[src/rtl/d5m_axis_video_bridge_pkg.sv]
// d5m_axis_video_bridge_pkg
// Shared defaults and types for the D5M camera to AXI4-Stream video bridge.
// Contents:
//   DEFAULT_*       default parameter values used by the bridge top
//   bridge_state_t  frame/line tracking state of the bridge
//   axis_beat_t     one stream beat at the default geometry
//                   {tuser, tlast, tdata}; the top packs its FIFO words
//                   in the same bit order for any geometry
package d5m_axis_video_bridge_pkg;

  localparam int DEFAULT_DATA_WIDTH = 8;
  localparam int DEFAULT_NUM_CH     = 3;
  localparam int DEFAULT_FIFO_DEPTH = 16;
  localparam int DEFAULT_CNT_WIDTH  = 12;

  typedef enum logic [1:0] {
    IDLE      = 2'd0,
    WAIT_LINE = 2'd1,
    IN_LINE   = 2'd2,
    DROP      = 2'd3
  } bridge_state_t;

  typedef struct packed {
    logic                                           tuser;
    logic                                           tlast;
    logic [DEFAULT_DATA_WIDTH*DEFAULT_NUM_CH-1:0]   tdata;
  } axis_beat_t;

endpackage

[src/rtl/axis_sync_fifo.sv]
// axis_sync_fifo
// Single-clock first-word fall-through FIFO. The head entry lives in a
// registered output stage, the remaining entries in an array read through
// a register, so rd_data is always a flop output.
// Ports:
//   clk, rst_n  clock, asynchronous active-low reset
//   wr_en       push request; taken when not full, or at full with a pop
//   wr_data     word to push
//   rd_en       consumer ready; a pop happens when rd_en and not empty
//   rd_data     head word, valid while empty is low
//   level       total occupancy including the output stage
//   full        level == DEPTH
//   empty       no word presented
module axis_sync_fifo #(
  parameter int  WIDTH = 26,
  parameter int  DEPTH = 16,
  localparam int LVL_W = $clog2(DEPTH) + 1
) (
  input  logic             clk,
  input  logic             rst_n,
  input  logic             wr_en,
  input  logic [WIDTH-1:0] wr_data,
  input  logic             rd_en,
  output logic [WIDTH-1:0] rd_data,
  output logic [LVL_W-1:0] level,
  output logic             full,
  output logic             empty
);

  localparam int PTR_W = $clog2(DEPTH);

  logic [WIDTH-1:0] mem [DEPTH];
  logic [PTR_W-1:0] wr_ptr_reg;
  logic [PTR_W-1:0] rd_ptr_reg;
  logic [LVL_W-1:0] mem_count_reg;
  logic             out_valid_reg;
  logic [WIDTH-1:0] out_data_reg;

  logic pop;
  logic push;
  logic load;
  logic mem_has;
  logic mem_rd;
  logic mem_wr;
  logic bypass;

  assign pop     = out_valid_reg & rd_en;
  assign level   = mem_count_reg + LVL_W'(out_valid_reg);
  assign full    = (level == LVL_W'(DEPTH));
  assign push    = wr_en & (~full | pop);
  // The output stage reloads whenever it is empty or being consumed.
  assign load    = ~out_valid_reg | pop;
  assign mem_has = (mem_count_reg != '0);
  assign mem_rd  = load & mem_has;
  // With nothing stored behind the head, a push goes straight to the output.
  assign bypass  = push & load & ~mem_has;
  assign mem_wr  = push & ~bypass;

  assign rd_data = out_data_reg;
  assign empty   = ~out_valid_reg;

  always_ff @(posedge clk) begin
    if (mem_wr) begin
      mem[wr_ptr_reg] <= wr_data;
    end
  end

  always_ff @(posedge clk or negedge rst_n) begin
    if (!rst_n) begin
      wr_ptr_reg    <= '0;
      rd_ptr_reg    <= '0;
      mem_count_reg <= '0;
      out_valid_reg <= 1'b0;
      out_data_reg  <= '0;
    end else begin
      if (mem_wr) begin
        wr_ptr_reg <= wr_ptr_reg + PTR_W'(1);
      end
      if (mem_rd) begin
        rd_ptr_reg <= rd_ptr_reg + PTR_W'(1);
      end
      mem_count_reg <= mem_count_reg + LVL_W'(mem_wr) - LVL_W'(mem_rd);
      if (load) begin
        out_valid_reg <= mem_has | push;
        if (mem_has) begin
          out_data_reg <= mem[rd_ptr_reg];
        end else if (push) begin
          out_data_reg <= wr_data;
        end
      end
    end
  end

endmodule

[src/rtl/d5m_axis_video_bridge.sv]
// d5m_axis_video_bridge
// Converts the raw D5M pixel stream (frame valid, line valid, packed pixel
// data) into AXI4-Stream video with tuser on start of frame and tlast on end
// of line. A one-entry hold register delays each pixel until it is known
// whether it ends a line; a FWFT FIFO absorbs downstream backpressure. When
// a push cannot be accepted the rest of the frame is dropped.
// Ports:
//   ACLK, ARESETN            clock, asynchronous active-low reset
//   pix_fval, pix_lval       camera frame / line valid
//   pix_data                 NUM_CH x DATA_WIDTH pixel
//   m_axis_*                 AXI4-Stream video master
//   clr_status               pulse clearing overflow and drop_count
//   overflow                 sticky pixel-dropped flag
//   drop_count               frames aborted by overflow, saturating
//   frame_count              complete frames accepted, wrapping
//   line_pixels              pixel count of the last completed line
//   frame_lines              line count of the last completed frame
//   fifo_level               current FIFO occupancy
module d5m_axis_video_bridge
  import d5m_axis_video_bridge_pkg::*;
#(
  parameter int  DATA_WIDTH = DEFAULT_DATA_WIDTH,
  parameter int  NUM_CH     = DEFAULT_NUM_CH,
  parameter int  FIFO_DEPTH = DEFAULT_FIFO_DEPTH,
  parameter int  CNT_WIDTH  = DEFAULT_CNT_WIDTH,
  localparam int TDATA_W    = NUM_CH * DATA_WIDTH,
  localparam int LEVEL_W    = $clog2(FIFO_DEPTH) + 1
) (
  input  logic                 ACLK,
  input  logic                 ARESETN,
  input  logic                 pix_fval,
  input  logic                 pix_lval,
  input  logic [TDATA_W-1:0]   pix_data,
  input  logic                 m_axis_tready,
  output logic                 m_axis_tvalid,
  output logic [TDATA_W-1:0]   m_axis_tdata,
  output logic                 m_axis_tuser,
  output logic                 m_axis_tlast,
  input  logic                 clr_status,
  output logic                 overflow,
  output logic [7:0]           drop_count,
  output logic [15:0]          frame_count,
  output logic [CNT_WIDTH-1:0] line_pixels,
  output logic [CNT_WIDTH-1:0] frame_lines,
  output logic [LEVEL_W-1:0]   fifo_level
);

  localparam logic [CNT_WIDTH-1:0] CNT_ONE = CNT_WIDTH'(1);

  // Input sample stage and edge history.
  logic               fval_reg;
  logic               lval_reg;
  logic [TDATA_W-1:0] data_reg;
  logic               fval_prev_reg;
  logic               line_prev_reg;

  logic line_now;
  logic fval_rise;
  logic fval_fall;
  logic line_rise;
  logic line_fall;

  // Lines only count inside a frame, so a frame ending with lval still high
  // produces a line end in the same cycle.
  assign line_now  = fval_reg & lval_reg;
  assign fval_rise = fval_reg & ~fval_prev_reg;
  assign fval_fall = ~fval_reg & fval_prev_reg;
  assign line_rise = line_now & ~line_prev_reg;
  assign line_fall = ~line_now & line_prev_reg;

  always_ff @(posedge ACLK or negedge ARESETN) begin
    if (!ARESETN) begin
      fval_reg      <= 1'b0;
      lval_reg      <= 1'b0;
      data_reg      <= '0;
      fval_prev_reg <= 1'b0;
      line_prev_reg <= 1'b0;
    end else begin
      fval_reg      <= pix_fval;
      lval_reg      <= pix_lval;
      data_reg      <= pix_data;
      fval_prev_reg <= fval_reg;
      line_prev_reg <= line_now;
    end
  end

  // Hold stage and push decision.
  bridge_state_t      state_reg;
  bridge_state_t      state_next;
  logic               hold_valid_reg;
  logic               hold_user_reg;
  logic [TDATA_W-1:0] hold_data_reg;
  logic               sof_pending_reg;

  logic               in_frame;
  logic               accept;
  logic               push_req;
  logic               push_ok;
  logic               drop_now;
  logic               fifo_wr;
  logic               fifo_full;
  logic               fifo_empty;
  logic               pop;
  logic               frame_done;
  logic [TDATA_W+1:0] fifo_wr_data;
  logic [TDATA_W+1:0] fifo_rd_data;

  // A frame is only tracked from a seen fval rise; DROP waits for the next one.
  assign in_frame = (state_reg == WAIT_LINE) || (state_reg == IN_LINE) || fval_rise;
  assign accept   = line_now & in_frame;
  // The held pixel leaves either because a successor arrived or the line ended;
  // the two never coincide because line_fall implies no pixel this cycle.
  assign push_req = hold_valid_reg & (accept | line_fall);
  assign pop      = ~fifo_empty & m_axis_tready;
  assign push_ok  = ~fifo_full | pop;
  assign drop_now = push_req & ~push_ok;
  assign fifo_wr  = push_req & push_ok;

  assign fifo_wr_data = {hold_user_reg, line_fall, hold_data_reg};

  always_ff @(posedge ACLK or negedge ARESETN) begin
    if (!ARESETN) begin
      hold_valid_reg  <= 1'b0;
      hold_user_reg   <= 1'b0;
      hold_data_reg   <= '0;
      sof_pending_reg <= 1'b0;
    end else begin
      if (drop_now) begin
        hold_valid_reg <= 1'b0;
      end else if (accept) begin
        hold_valid_reg <= 1'b1;
        hold_data_reg  <= data_reg;
        hold_user_reg  <= fval_rise | sof_pending_reg;
      end else if (line_fall) begin
        hold_valid_reg <= 1'b0;
      end

      if (accept) begin
        sof_pending_reg <= 1'b0;
      end else if (fval_rise) begin
        sof_pending_reg <= 1'b1;
      end
    end
  end

  // Frame/line state.
  always_ff @(posedge ACLK or negedge ARESETN) begin
    if (!ARESETN) begin
      state_reg <= IDLE;
    end else begin
      state_reg <= state_next;
    end
  end

  always_comb begin
    state_next = state_reg;
    frame_done = 1'b0;
    if (drop_now) begin
      state_next = DROP;
    end else begin
      case (state_reg)
        IDLE, DROP: begin
          if (fval_rise) begin
            state_next = line_rise ? IN_LINE : WAIT_LINE;
          end
        end
        WAIT_LINE: begin
          if (fval_fall) begin
            state_next = IDLE;
            frame_done = 1'b1;
          end else if (line_rise) begin
            state_next = IN_LINE;
          end
        end
        IN_LINE: begin
          if (fval_fall) begin
            state_next = IDLE;
            frame_done = 1'b1;
          end else if (line_fall) begin
            state_next = WAIT_LINE;
          end
        end
        default: state_next = IDLE;
      endcase
    end
  end

  // Statistics.
  logic [CNT_WIDTH-1:0] pix_cnt_reg;
  logic [CNT_WIDTH-1:0] line_cnt_reg;
  logic [CNT_WIDTH-1:0] line_pixels_reg;
  logic [CNT_WIDTH-1:0] frame_lines_reg;
  logic [15:0]          frame_count_reg;
  logic                 overflow_reg;
  logic [7:0]           drop_count_reg;

  always_ff @(posedge ACLK or negedge ARESETN) begin
    if (!ARESETN) begin
      pix_cnt_reg     <= '0;
      line_cnt_reg    <= '0;
      line_pixels_reg <= '0;
      frame_lines_reg <= '0;
      frame_count_reg <= '0;
      overflow_reg    <= 1'b0;
      drop_count_reg  <= '0;
    end else begin
      // The rising cycle already carries the first pixel.
      if (line_rise) begin
        pix_cnt_reg <= CNT_ONE;
      end else if (line_now && (pix_cnt_reg != '1)) begin
        pix_cnt_reg <= pix_cnt_reg + CNT_ONE;
      end

      if (fval_rise) begin
        line_cnt_reg <= line_rise ? CNT_ONE : '0;
      end else if (line_rise && (line_cnt_reg != '1)) begin
        line_cnt_reg <= line_cnt_reg + CNT_ONE;
      end

      if (line_fall) begin
        line_pixels_reg <= pix_cnt_reg;
      end
      if (fval_fall) begin
        frame_lines_reg <= line_cnt_reg;
      end
      if (frame_done) begin
        frame_count_reg <= frame_count_reg + 16'd1;
      end

      // A new drop outranks a clear arriving in the same cycle.
      if (drop_now) begin
        overflow_reg <= 1'b1;
        if (clr_status) begin
          drop_count_reg <= 8'd1;
        end else if (drop_count_reg != 8'hFF) begin
          drop_count_reg <= drop_count_reg + 8'd1;
        end
      end else if (clr_status) begin
        overflow_reg   <= 1'b0;
        drop_count_reg <= '0;
      end
    end
  end

  axis_sync_fifo #(
    .WIDTH (TDATA_W + 2),
    .DEPTH (FIFO_DEPTH)
  ) u_fifo (
    .clk     (ACLK),
    .rst_n   (ARESETN),
    .wr_en   (fifo_wr),
    .wr_data (fifo_wr_data),
    .rd_en   (m_axis_tready),
    .rd_data (fifo_rd_data),
    .level   (fifo_level),
    .full    (fifo_full),
    .empty   (fifo_empty)
  );

  assign m_axis_tvalid = ~fifo_empty;
  assign m_axis_tuser  = fifo_rd_data[TDATA_W+1];
  assign m_axis_tlast  = fifo_rd_data[TDATA_W];
  assign m_axis_tdata  = fifo_rd_data[TDATA_W-1:0];

  assign overflow    = overflow_reg;
  assign drop_count  = drop_count_reg;
  assign frame_count = frame_count_reg;
  assign line_pixels = line_pixels_reg;
  assign frame_lines = frame_lines_reg;

endmodule

[config.mk]
export PLATFORM = sky130hd
export DESIGN_NAME = d5m_axis_video_bridge
export DESIGN_NICKNAME = d
export VERILOG_FILES = /design/src/rtl/d5m_axis_video_bridge_pkg.sv /design/src/rtl/axis_sync_fifo.sv /design/src/rtl/d5m_axis_video_bridge.sv
export SDC_FILE = /design/constraint.sdc
export NUM_CORES = 1
export LEC_CHECK = 0
export CAP_MARGIN = 40
export CORE_MARGIN = 10
export CORE_UTILIZATION = 35
export CTS_CLUSTER_DIAMETER = 100
export DETAILED_ROUTE_END_ITERATION = 16
export DONT_BUFFER_PORTS = 1
export PLACE_DENSITY = 0.46
export SYNTH_ARGS = -nofsm -noshare
export SYNTH_HDL_FRONTEND = slang
export SYNTH_SLANG_ARGS = --single-unit
[constraint.sdc]
create_clock -name ACLK -period 4.5 [get_ports ACLK]
set_input_delay 0.675 -clock ACLK [delete_from_list [all_inputs] [get_ports ACLK]]
set_output_delay 0.675 -clock ACLK [all_outputs]
set_load 0.02 [all_outputs]
==> metrics.txt <==
signal arrival time at the worst endpoint 3.86 ns; RR Startpoint u_fifo.out_valid_reg; number of remaining DRC errors 0; Crit Path Max Fanout 26; hold violation count in the final report 0; first-pass GRT wire length approximately 84,000 microns; routability congestion estimate 0.738; FFs w/ async S/R, synth 29.0%; Total Power between 15 and 20 mW; Post-Place Cell Area 24,500 sq um; Rows 94; Layout fillers approximately 5,900; Setup crit end kind register; total die area 77,500 sq um; global-route met1 utilization 19.5%; H-tree depth 3; post-synthesis mux area share 13.2%; Placement Setup Slack 0.851 ns; Worst Setup EP u_fifo.mem[6][8]; busiest layer in global routing met2; Leak 9.35 nW; largest cells by area after synthesis edfxtp_1, dfrtp_1, mux4_2; Area growth, synth to finish 14.1%; cell mode on critical path ha_1; fin nets 1,414; maxcap violations 0; Worst Skew 0.0242 ns; die height 278 microns; Final TNS setup 0 ns; library cells used by synthesis 70; xor/xnor share of the synthesized area 1.46%; Synth Area in Simple Gates 5.54%; worst hold path class in -> async; Clock Tree Buf Depth 3; largest register by flop count u_fifo.mem; Via Count 11,800; R2R setup slack 0.87 ns; Synth Instances 1,322; RSZ-0062 raised after global routing false; Final ANT Viol Nets 0; initial drt markers about 940; Req. time, crit path 4.73 ns; top cell type's share of synthesized area a little over half; clk_lat worst skew 0.60 ns; dominant combinational cell family by area after synthesis multiplexers; number of enable flip-flop cells after synthesis 416; Slew headroom 36.6%; max reg flops 416; Initial Utilization 35.4%; prevailing post-synth register cell edfxtp_1; layout cell share with drive strength beyond 1 22.3%; CP Class reg -> reg; CTS sink count 586; Worst path top cell family by delay simple AND/OR/NAND/NOR gates; WP buf/inv 1; worst vdd ir 0.000356 V; complex-gate fraction of the synthesized area 5.06%; status completed; Worst Reg-to-Reg Cells 8; sequential fraction of the synthesis area 71.7%; met2 usage 22.7%; # IOs 111; Routed WL 55,700 microns; antenna violations before repair 4; gr ovfl total 0; Post-Layout Cell Count around 2,300; Synth warnings 0; Global Route met3 Usage 3.91%; TritonCTS clock tree yes; fin crit period 3.63 ns; number of synthesized register bits 586; post-synthesis adder-cell area fraction 1.21%; RR Endpoint u_fifo.mem[6][8]; Synth area leader edfxtp_1; wire length per cell 24.4 microns; syn nets 1,374; vias in the first global route 12,600; largest net degree at the start of global routing 171; GRT Overall Usage 14.4%; Horiz. Die Dim between 200 and 300 microns; drt pass-1 iters 5; fin worst setup slack 0.870 ns; Crit-path slowest cell a211oi_4; Post-DP HPWL 34,400 microns; TritonCTS Buffers 68; core area about 66,000 sq um; Vias/cell between 5 and 6; Post-Syn Area 23,400 sq um; Worst-path clk slew 0.06 ns; cells along the critical path ha_1 -> ha_1 -> a211oi_2 -> and4_1 -> a211oi_4 -> nand2_1 -> nor3b_2 -> buf_4; Final period util 80.7%; Worst setup SP type register; I/O Buffers 0; Power Density 645 nW/um^2; CP startpoint u_fifo.out_valid_reg; Inst Count DP 2,155; crit-path max cell delay 0.69 ns; total stage count of the critical path 8; Tightest Pin Transition 0.950 ns; Root Driver clkbuf_16; final setup fails 0; Avg Inst Size Synth 17.7 sq um; Fmax 275 MHz; Max Transition Viols Final 0; Design Area, Final 26,700 sq um
[report_power, final]
part	leakage (nW)	switching [mW]	total, mW	internal [mW]
sequential	5.86	1.36	8.19	6.84
clock	1.05	2.17	5.21	3.04
combinational	2.44	2.03	3.79	1.76
[worst min path at each step]
stage,start,to,slack (ns),depth (start not counted)
4_1_cts,pix_fval,fval_reg,0.05,0
5_1_grt,pix_lval,lval_reg,0.06,0
6_report,ARESETN,u_fifo.rd_data[17],0.10,1
3_5_place_dp,ARESETN,hold_data_reg[16],0.40,0
3_3_place_gp,ARESETN,data_reg[16],0.40,0
2_1_floorplan,ARESETN,data_reg[0],0.38,0
[routing by layer]
layer / routed length (microns) / part of all wire, %
met1: 25300 / 45
met2: 26300 / 47
met3: 3070 / 5.5
met4: 1070 / 1.9
met5: 13 / 0.023
[layout make-up]
class	count	area, sq um	area share, %
flip-flops and latches	586	16800	62.9
multi-input cells	649	6220	23.4
diodes	1	2.50	0.00939
clock inverters	35	224	0.840
repair buffers	36	373	1.40
well taps	864	1080	4.06
clock buffers	91	1900	7.13
inverters	21	92.6	0.347
[cell usage in the layout (no fill, tap or decap), types with 29 or more instances in the layout]
cell type and instances:
edfxtp_1 416, dfrtp_1 166, mux2i_1 84, mux4_2 75, clkbuf_16 71, mux2_2 50
nand2_1 48, nand3_1 37, o211ai_1 30, nor2_1 29, buf_4 29
[cells in the mapped netlist (4+ instances only)]
| master | count |
|---|---|
| mux4_2 | 75 |
| a21oi_1 | 16 |
| nand2b_1 | 25 |
| xor2_1 | 13 |
| and4bb_2 | 4 |
| nor2_1 | 31 |
| ha_1 | 21 |
| edfxtp_1 | 416 |
| and3_1 | 5 |
| xnor2_1 | 26 |
| dfrtp_1 | 170 |
| and2_1 | 6 |
| nor3b_1 | 4 |
| buf_1 | 8 |
| buf_6 | 4 |
| or4_1 | 7 |
| buf_2 | 21 |
| inv_1 | 19 |
| nand2_1 | 48 |
| nand4_1 | 19 |
| o21ai_0 | 19 |
| mux2_2 | 50 |
| nor3_1 | 9 |
| mux2i_1 | 84 |
| o221a_2 | 25 |
| a22oi_1 | 27 |
| o31ai_1 | 5 |
| clkbuf_1 | 28 |
| nor2b_1 | 8 |
| and4_1 | 7 |
| o211ai_1 | 30 |
| buf_4 | 5 |
| nand3_1 | 37 |
[stage by stage]
step	hold WS [ns]	utilization [%]
2_1_floorplan	0.379	-
3_3_place_gp	0.395	37.1
3_5_place_dp	0.397	37.1
4_1_cts	0.0511	40.4
5_1_grt	0.0551	40.4
6_report	0.100	40.4
[kinds of logic after synthesis]
family                   Yosys count
AND/OR/NAND/NOR                  231
multiplexers                     209
buffers and inverters             87
XOR/XNOR                          39
flip-flops                       586
adder cells (fa/ha/maj)           22
AO/OA/AOI/OAI                    148
[what timing repair did]
item | in CTS | in global routing
hold buffers | 1 | 0
setup buffers | 0 | 0
hold endpoints to repair | 170 | 0
resized for setup | 0 | 0
(Power assumes the default switching activity.)
